### src/rtl/riscv_pkg.sv
// Shared RV32I load/store definitions: funct3 width codes and LSU state encoding.
package riscv_pkg;
    localparam logic [2:0] F3_B  = 3'b000;
    localparam logic [2:0] F3_H  = 3'b001;
    localparam logic [2:0] F3_W  = 3'b010;
    localparam logic [2:0] F3_BU = 3'b100;
    localparam logic [2:0] F3_HU = 3'b101;

    typedef enum logic [1:0] {IDLE, REQ, WAIT, DONE} lsu_state_t;
endpackage

### src/rtl/lsu_align.sv
// Combinational byte-lane steering, load extraction/extension and legality check.
module lsu_align
    import riscv_pkg::*;
(
    input  logic [2:0]  funct3,
    input  logic        is_store,
    input  logic [1:0]  offset,
    input  logic [31:0] wdata,
    input  logic [31:0] rdata,
    output logic [3:0]  be,
    output logic [31:0] wdata_lane,
    output logic [31:0] load_data,
    output logic        illegal
);
    logic [7:0]  byte_sel;
    logic [15:0] half_sel;

    always_comb begin
        byte_sel   = rdata[{offset, 3'b000} +: 8];
        half_sel   = rdata[{offset[1], 4'b0000} +: 16];
        be         = '0;
        wdata_lane = '0;
        load_data  = '0;
        illegal    = 1'b1;
        case (funct3)
            F3_B, F3_BU: begin
                be         = 4'b0001 << offset;
                wdata_lane = {4{wdata[7:0]}};
                load_data  = (funct3 == F3_B) ? {{24{byte_sel[7]}}, byte_sel}
                                              : {24'h0, byte_sel};
                illegal    = (funct3 == F3_BU) & is_store;
            end
            F3_H, F3_HU: begin
                be         = 4'b0011 << offset;
                wdata_lane = {2{wdata[15:0]}};
                load_data  = (funct3 == F3_H) ? {{16{half_sel[15]}}, half_sel}
                                              : {16'h0, half_sel};
                illegal    = offset[0] | ((funct3 == F3_HU) & is_store);
            end
            F3_W: begin
                be         = '1;
                wdata_lane = wdata;
                load_data  = rdata;
                illegal    = |offset;
            end
            default: ;
        endcase
    end
endmodule

### src/rtl/load_store_unit.sv
// RV32I load/store unit: data-bus handshake FSM with timeout, core stall and error reporting.
module load_store_unit
    import riscv_pkg::*;
#(
    parameter int unsigned TIMEOUT_CYCLES = 16,
    parameter int unsigned CNT_W          = 5
) (
    input  logic        clk,
    input  logic        rst,
    input  logic        start,
    input  logic        is_store,
    input  logic [2:0]  funct3,
    input  logic [31:0] addr,
    input  logic [31:0] wdata,
    output logic        stall,
    output logic        done,
    output logic [31:0] load_data,
    output logic        err,
    output logic        mem_req,
    output logic        mem_we,
    output logic [31:0] mem_addr,
    output logic [3:0]  mem_be,
    output logic [31:0] mem_wdata,
    input  logic        mem_gnt,
    input  logic        mem_rvalid,
    input  logic [31:0] mem_rdata
);
    lsu_state_t       state;
    logic [CNT_W-1:0] cnt;
    logic             store_q;
    logic [2:0]       f3_q;
    logic [1:0]       off_q;
    logic             err_q;
    logic [31:0]      load_q;

    logic             in_idle;
    logic             timed_out;
    logic             a_store;
    logic [2:0]       a_f3;
    logic [1:0]       a_off;
    logic [3:0]       a_be;
    logic [31:0]      a_wdata;
    logic [31:0]      a_load;
    logic             a_illegal;

    // One aligner serves both phases: live inputs in IDLE, latched fields afterwards.
    assign in_idle = (state == IDLE);
    assign a_store = in_idle ? is_store  : store_q;
    assign a_f3    = in_idle ? funct3    : f3_q;
    assign a_off   = in_idle ? addr[1:0] : off_q;

    lsu_align u_align (
        .funct3     (a_f3),
        .is_store   (a_store),
        .offset     (a_off),
        .wdata      (wdata),
        .rdata      (mem_rdata),
        .be         (a_be),
        .wdata_lane (a_wdata),
        .load_data  (a_load),
        .illegal    (a_illegal)
    );

    // >= rather than == so a grant on the final REQ cycle still bounds WAIT.
    assign timed_out = (cnt >= CNT_W'(TIMEOUT_CYCLES - 1));

    assign stall     = (in_idle & start) | (state == REQ) | (state == WAIT);
    assign done      = (state == DONE);
    assign mem_req   = (state == REQ);
    assign mem_we    = (state == REQ) & store_q;
    assign err       = err_q;
    assign load_data = load_q;

    always_ff @(posedge clk or posedge rst) begin
        if (rst) begin
            state     <= IDLE;
            cnt       <= '0;
            store_q   <= 1'b0;
            f3_q      <= '0;
            off_q     <= '0;
            err_q     <= 1'b0;
            load_q    <= '0;
            mem_addr  <= '0;
            mem_be    <= '0;
            mem_wdata <= '0;
        end else begin
            case (state)
                IDLE: begin
                    if (start) begin
                        store_q   <= is_store;
                        f3_q      <= funct3;
                        off_q     <= addr[1:0];
                        mem_addr  <= {addr[31:2], 2'b00};
                        mem_be    <= a_be;
                        mem_wdata <= a_wdata;
                        cnt       <= '0;
                        err_q     <= a_illegal;
                        state     <= a_illegal ? DONE : REQ;
                    end
                end
                REQ: begin
                    if (mem_gnt) begin
                        if (store_q) begin
                            state <= DONE;
                        end else if (mem_rvalid) begin
                            load_q <= a_load;
                            state  <= DONE;
                        end else begin
                            cnt   <= cnt + 1'b1;
                            state <= WAIT;
                        end
                    end else if (timed_out) begin
                        err_q <= 1'b1;
                        state <= DONE;
                    end else begin
                        cnt <= cnt + 1'b1;
                    end
                end
                WAIT: begin
                    if (mem_rvalid) begin
                        load_q <= a_load;
                        state  <= DONE;
                    end else if (timed_out) begin
                        err_q <= 1'b1;
                        state <= DONE;
                    end else begin
                        cnt <= cnt + 1'b1;
                    end
                end
                DONE: begin
                    err_q  <= 1'b0;
                    load_q <= '0;
                    state  <= IDLE;
                end
                default: state <= IDLE;
            endcase
        end
    end
endmodule

### config.mk
export PLATFORM = sky130hd
export DESIGN_NAME = load_store_unit
export DESIGN_NICKNAME = d
export VERILOG_FILES = /design/src/rtl/riscv_pkg.sv /design/src/rtl/lsu_align.sv /design/src/rtl/load_store_unit.sv
export SDC_FILE = /design/constraint.sdc
export NUM_CORES = 1
export LEC_CHECK = 0
export CAP_MARGIN = 10
export CORE_UTILIZATION = 35
export CTS_CLUSTER_DIAMETER = 120
export DETAILED_ROUTE_END_ITERATION = 10
export PLACE_DENSITY = 0.77
export SLEW_MARGIN = 40
export SYNTH_ARGS = -nofsm -noshare
export SYNTH_HDL_FRONTEND = slang
export SYNTH_SLANG_ARGS = --single-unit
### constraint.sdc
create_clock -name clk -period 3.73 [get_ports clk]
set_input_delay 0.746 -clock clk [delete_from_list [all_inputs] [get_ports clk]]
set_output_delay 0.746 -clock clk [all_outputs]
set_load 0.01 [all_outputs]
==> reports/qor.yml, run 1 <==
finish:
  stdcell_area_sq_mm: 0.00815
  final_layout_size_suffix_gt1_frac: 0.0584
  final_cell_count_no_fill: 1016
  final_util: 0.532
  multi_input_area_sq_mm: 0.00253
  antenna_cells: 0
  area_growth_pct: 47.2
  ff_latch_area_sq_mm: 0.00280
  fillCellCount: 1402
  final_nets: 911
min_path:
  holdCritPathClass: "reg -> reg"
clock_network:
  cts.sinks: 112
  cts_buffer_depth: 2
  clock_latency_ps: 350
  root_buffer: "clkbuf_16"
  post_cts.repair.setup_buffers: 0
  cts_tree: "done"
  path_clk_slew_ps: 80
  htreeDepth: 3
  post_cts_resized: 0
  ctsHoldBuffers: 0
  cts_buffers: 9
logic_synthesis:
  ys_top_cells_by_count: "nand2_1, dfrtp_1, nor2_1"
  synth_ff_type: "dfrtp_1"
  synth_area_leader_cell: "dfrtp_1"
  synth_most_common_cell: "nand2_1"
  netlist_area_sq_mm: 0.00553
  yosysSeqAreaShare: 0.506
  synth_seq_cells: 112
  synth_top_area_share: 0.506
  synth.area.top_cells: "dfrtp_1, nand2_1, mux2i_1"
  synth_cells: 608
  postSynthAreaPerCell_sq_um: 9.10
  synth-edff-count: 0
  yosys_warnings: 0
  synth-async-reset-ratio: 1.00
  synth_cell_type_count: 57
global_routing:
  grt.overflow.total: 0
  grt_max_degree: 60
  grt_util_all_layers: 0.211
  first_global_vias: 5044
  grt_pass1_wl_um: 26600
  antenna_found_initial: 0
sta:
  setup_violations: 0
  hold_viol: 0
  tightest_slew_ps: 755
  setup_ws_ps: 527
  drv_slew: 0
  fmax_mhz: 312
  rsz0062_at_grt: "no"
  tns_ps: 0
  hold_ws_ps: 476
  relSlewSlack: 0.496
  final.min_clock_period_ps: 3200
  finalCritPeriodShare: 0.859
  finalClockSkew_ps: 6.58
placed_design:
  dpl-instance-area_sq_mm: 0.00782
  pre_cts_slack_ps: 700
  dpl.cell_count: 1000
  gp_congestion: 0.817
  hpwl_um: 12000
  numPortBuffers: 207
setup_path:
  crit_fanout: 16
  r2r_slack_ps: 830
  critPathCaptureType: "output pin"
  worstSetupPathType: "reg -> out"
  cp.arrival_ps: 2460
  cp-start-kind: "flip-flop"
  worstPathRequired_ps: 2980
route:
  wire_per_inst_um: 16.6
  ant_nets: 0
  viasPerCell: 5.14
  drtIter0Drc: 290
  drc: 0
  vias: 5219
  firstDrtPassIters: 6
  drt_wl_total_um: 16900
die:
  rows: 45
  die_y_um: 128
  die_area_sq_mm: 0.0163
  core_sq_mm: 0.0153
  start_util: 0.361
  fp.dieW_um: 128
  io_pins: 210
power:
  ir_worst_vdd_uv: 328
  power.density_mw_per_mm2: 838
  total_power_mw: 6.83
  p_leak_nw: 3.63
run_status:
  status: "finished clean"
job:
  maxCapViolations: 0
[routing by layer]
layer	GRT usage	up-vias	wire (um)
li1	-	2488	-
met3	0.0555	26	1430
met2	0.337	228	7900
met4	0.0810	0	333
met5	0	-	0
met1	0.273	2477	7210
[report_power, final]
part           internal, mW  switching, mW  total (mW)  leakage [nW]
Combinational          1.77           1.97        3.74          2.06
Sequential             1.71          0.303        2.02          1.42
Clock                 0.598          0.477        1.07         0.154
[cells in the final DEF, fill, tap and decap left out, types with 2 or more instances in the layout]
master / n
conb_1: 2
ha_1: 6
clkbuf_16: 9
a2bb2oi_1: 8
a21oi_1: 23
bufinv_16: 2
nand4_1: 2
nor2b_1: 9
or3_1: 3
a22o_1: 9
mux2_2: 2
buf_4: 14
mux2i_1: 24
a32oi_1: 16
a31oi_1: 5
clkdlybuf4s50_1: 207
nand2_1: 182
o22ai_1: 9
nor3_1: 4
o21a_1: 3
nor2_1: 44
o21ai_1: 3
inv_1: 6
nand3_1: 2
o21ai_0: 34
a21o_1: 2
a211oi_1: 23
clkinvlp_4: 2
and3_1: 2
dfrtp_1: 112
[path summary, 6_finish.rpt]
check / startpoint / to / cells past startpoint
max: state[0] / stall / 5
min: mem_addr[21] / mem_addr[21] / 2
max reg2reg: state[0] / load_data[13] / 8
min reg2reg: mem_addr[21] / mem_addr[21] / 2
max in group asynchronous: rst / f3_q[2] / 3
min in group asynchronous: rst / mem_addr[14] / 2
[cell type report]
class	instances	area share
Sequential cell	112	0.344
Multi-Input combinational cell	448	0.310
Timing Repair Buffer	222	0.270
Tap cell	211	0.0324
Clock buffer	9	0.0276
Clock inverter	7	0.0127
Inverter	7	0.00353
[worst max-delay path, cell delays in order (launching register included)]
cell and delay, ps:
dfrtp_1 450, inv_1 100, ha_1 650, and2_2 280, or3_1 100, clkdlybuf4s50_1 520
[state kept, by name (all words and copies together) (netlist names), 2 cells and up]
register	flops
mem_wdata	32
load_data	32
mem_addr	30
state	2
cnt	5
off_q	2
f3_q	3
mem_be	4
[cell families after synthesis]
group | synth area share
other cells | 0.000678
flops | 0.506
buf+inv | 0.0421
simple gates | 0.197
mux | 0.0543
fa+ha+maj | 0.0136
compound gates | 0.186
Note: power is estimated with default switching activity, not from simulation.
==> run 2, diff against run 1 <==
==> constraint.sdc (replaced) <==
create_clock -name clk -period 3.73 [get_ports clk]
set_input_delay 0.9325 -clock clk [delete_from_list [all_inputs] [get_ports clk]]
set_output_delay 0.9325 -clock clk [all_outputs]
set_load 0.01 [all_outputs]
==> run 2 against run 1 <==
- core utilization shrank 0.065 points
- first-iteration DRC count up 12%
- sequential cell count stayed put
- setup slack got worse by 210 ps
- non-clock buffer count decreased by 2
- cell count fell by 0.30%
- die area did not move
- clock power about the same
- via count is 0.90% lower
- sequential share of layout area hardly changed
- clock-buffer cell count grew 2
- critical endpoint unchanged
==> reports/qor.yml, run 2 (same netlist as run 1, synthesis figures left out) <==
placed_design:
  gp_congestion: 0.823  # +0.71%
  dpl-instance-area_sq_mm: 0.00781  # -0.11%
  dpl.cell_count: 998  # -0.20%
  pre_cts_slack_ps: 314  # -386 ps
  numPortBuffers: 207  # unchanged
  hpwl_um: 11700  # -3.0%
route:
  drt_wl_total_um: 16600  # -1.5%
  vias: 5172  # -0.90%
  wire_per_inst_um: 16.4  # -1.2%
  drc: 0  # unchanged
  ant_nets: 0  # unchanged
  drtIter0Drc: 325  # +12%
  firstDrtPassIters: 5  # -1
  viasPerCell: 5.11  # -0.61%
job:
  maxCapViolations: 0  # unchanged
sta:
  hold_viol: 0  # unchanged
  setup_violations: 0  # unchanged
  final.min_clock_period_ps: 3420  # +214 ps
  drv_slew: 0  # unchanged
  tightest_slew_ps: 652  # -103 ps
  setup_ws_ps: 312  # -214 ps
  finalClockSkew_ps: 12.6  # +6.07 ps
  fmax_mhz: 293  # -6.3%
  tns_ps: 0  # unchanged
  finalCritPeriodShare: 0.916  # +0.0575
  hold_ws_ps: 471  # -4.64 ps
  rsz0062_at_grt: "no"
  relSlewSlack: 0.562  # +0.0659
power:
  total_power_mw: 6.79  # -0.53%
  combPwrFrac: 0.550  # +0.003
  power.density_mw_per_mm2: 835  # -0.41%
  ir_worst_vdd_uv: 379  # +15%
  power_switching_share: 0.398  # -0.00416
  p_leak_nw: 3.63  # -0.11%
  pwr-share-clk: 0.155  # -0.002
  p_int_mw: 4.09  # +0.16%
  p_sw_mw: 2.70  # -1.6%
  power_frac_seq: 0.296  # about the same
die:
  die_y_um: 128  # unchanged
  rows: 45  # unchanged
  die_area_sq_mm: 0.0163  # unchanged
  core_sq_mm: 0.0153  # unchanged
  fp.dieW_um: 128  # unchanged
  start_util: 0.361  # unchanged
  io_pins: 210  # unchanged
finish:
  final_layout_size_suffix_gt1_frac: 0.0536  # -0.00477
  final_cell_mix: "clkdlybuf4s50_1, nand2_1, dfrtp_1"
  final_cell_count_no_fill: 1013  # -0.30%
  stdcell_area_sq_mm: 0.00814  # -0.12%
  layout_commonest_cell: "clkdlybuf4s50_1"
  area_growth_pct: 47.0
  final_util: 0.531  # -0.000653
  antenna_cells: 0  # unchanged
  final_nets: 909  # -0.22%
clock_network:
  post_cts_resized: 0  # unchanged
  clock_latency_ps: 350  # about the same
  path_clk_slew_ps: 60  # -20 ps
  htreeDepth: 3  # unchanged
  post_cts.repair.setup_buffers: 0  # unchanged
  cts_buffer_depth: 2  # unchanged
  cts.sinks: 112  # unchanged
  root_buffer: "clkbuf_16"
  cts_buffers: 9  # unchanged
  ctsHoldBuffers: 0  # unchanged
  cts_tree: "done"
global_routing:
  grt_max_degree: 113  # +88%
  grt.overflow.total: 0  # unchanged
  grt_util_all_layers: 0.210  # -0.000668
  antenna_found_initial: 0  # unchanged
  grt_pass1_wl_um: 26900  # +0.96%
  first_global_vias: 5158  # +2.3%
setup_path:
  critPathCaptureType: "output pin"
  worstSetupPathType: "in -> out"
  cp.arrival_ps: 2490  # +30 ps
  cp-start-kind: "primary input"
  worstPathRequired_ps: 2800  # -180 ps
  crit_fanout: 5  # -11
min_path:
  holdCritPathClass: "reg -> reg"
run_status:
  status: "finished clean"
## run 2: layout make-up
class                      instances  area (sq um)
clock buffer                      11           243
inverter                           7          30.0
multi-input combinational        448          2530
fill                            1403          7180
timing repair buffer             220          2190
sequential                       112          2800
clock inverter                     4          77.6
tap                              211           264
## run 2: critical path, stage by stage
cell and delay (ps):
clkdlybuf4s50_1 510, and2_2 250, or3_1 310, clkdlybuf4s50_1 480
## run 2: path summary, 6_finish.rpt
| path | cells after the start | slack [ps] | endpoint | start |
|---|---|---|---|---|
| setup / recovery | 4 | 310 | stall | start |
| hold / removal | 2 | 470 | mem_addr[7] | mem_addr[7] |
| setup reg to reg | 8 | 960 | load_data[12] | state[0] |
| hold reg to reg | 2 | 470 | mem_addr[7] | mem_addr[7] |
| max in group asynchronous | 3 | 2140 | mem_addr[25] | rst |
| min in group asynchronous | 3 | 1030 | mem_addr[13] | rst |
## run 2: power groups by stage
stage               Combinational (mW)  Sequential (mW)  Clock [mW]
global placement                  3.68             2.01           0
finish                            3.73             2.01        1.05
CTS                               3.76             2.01        1.08
global route                      4.11             2.07        1.13
detailed placement                3.75             2.02           0
floorplan                         1.96             2.20           0
## run 2: per-layer routing
layer,track usage,part of all wire,up-vias
met5,0,0,-
met4,0.0727,0.018,0
met3,0.0555,0.082,21
met2,0.358,0.48,207
met1,0.256,0.42,2447
li1,-,-,2497
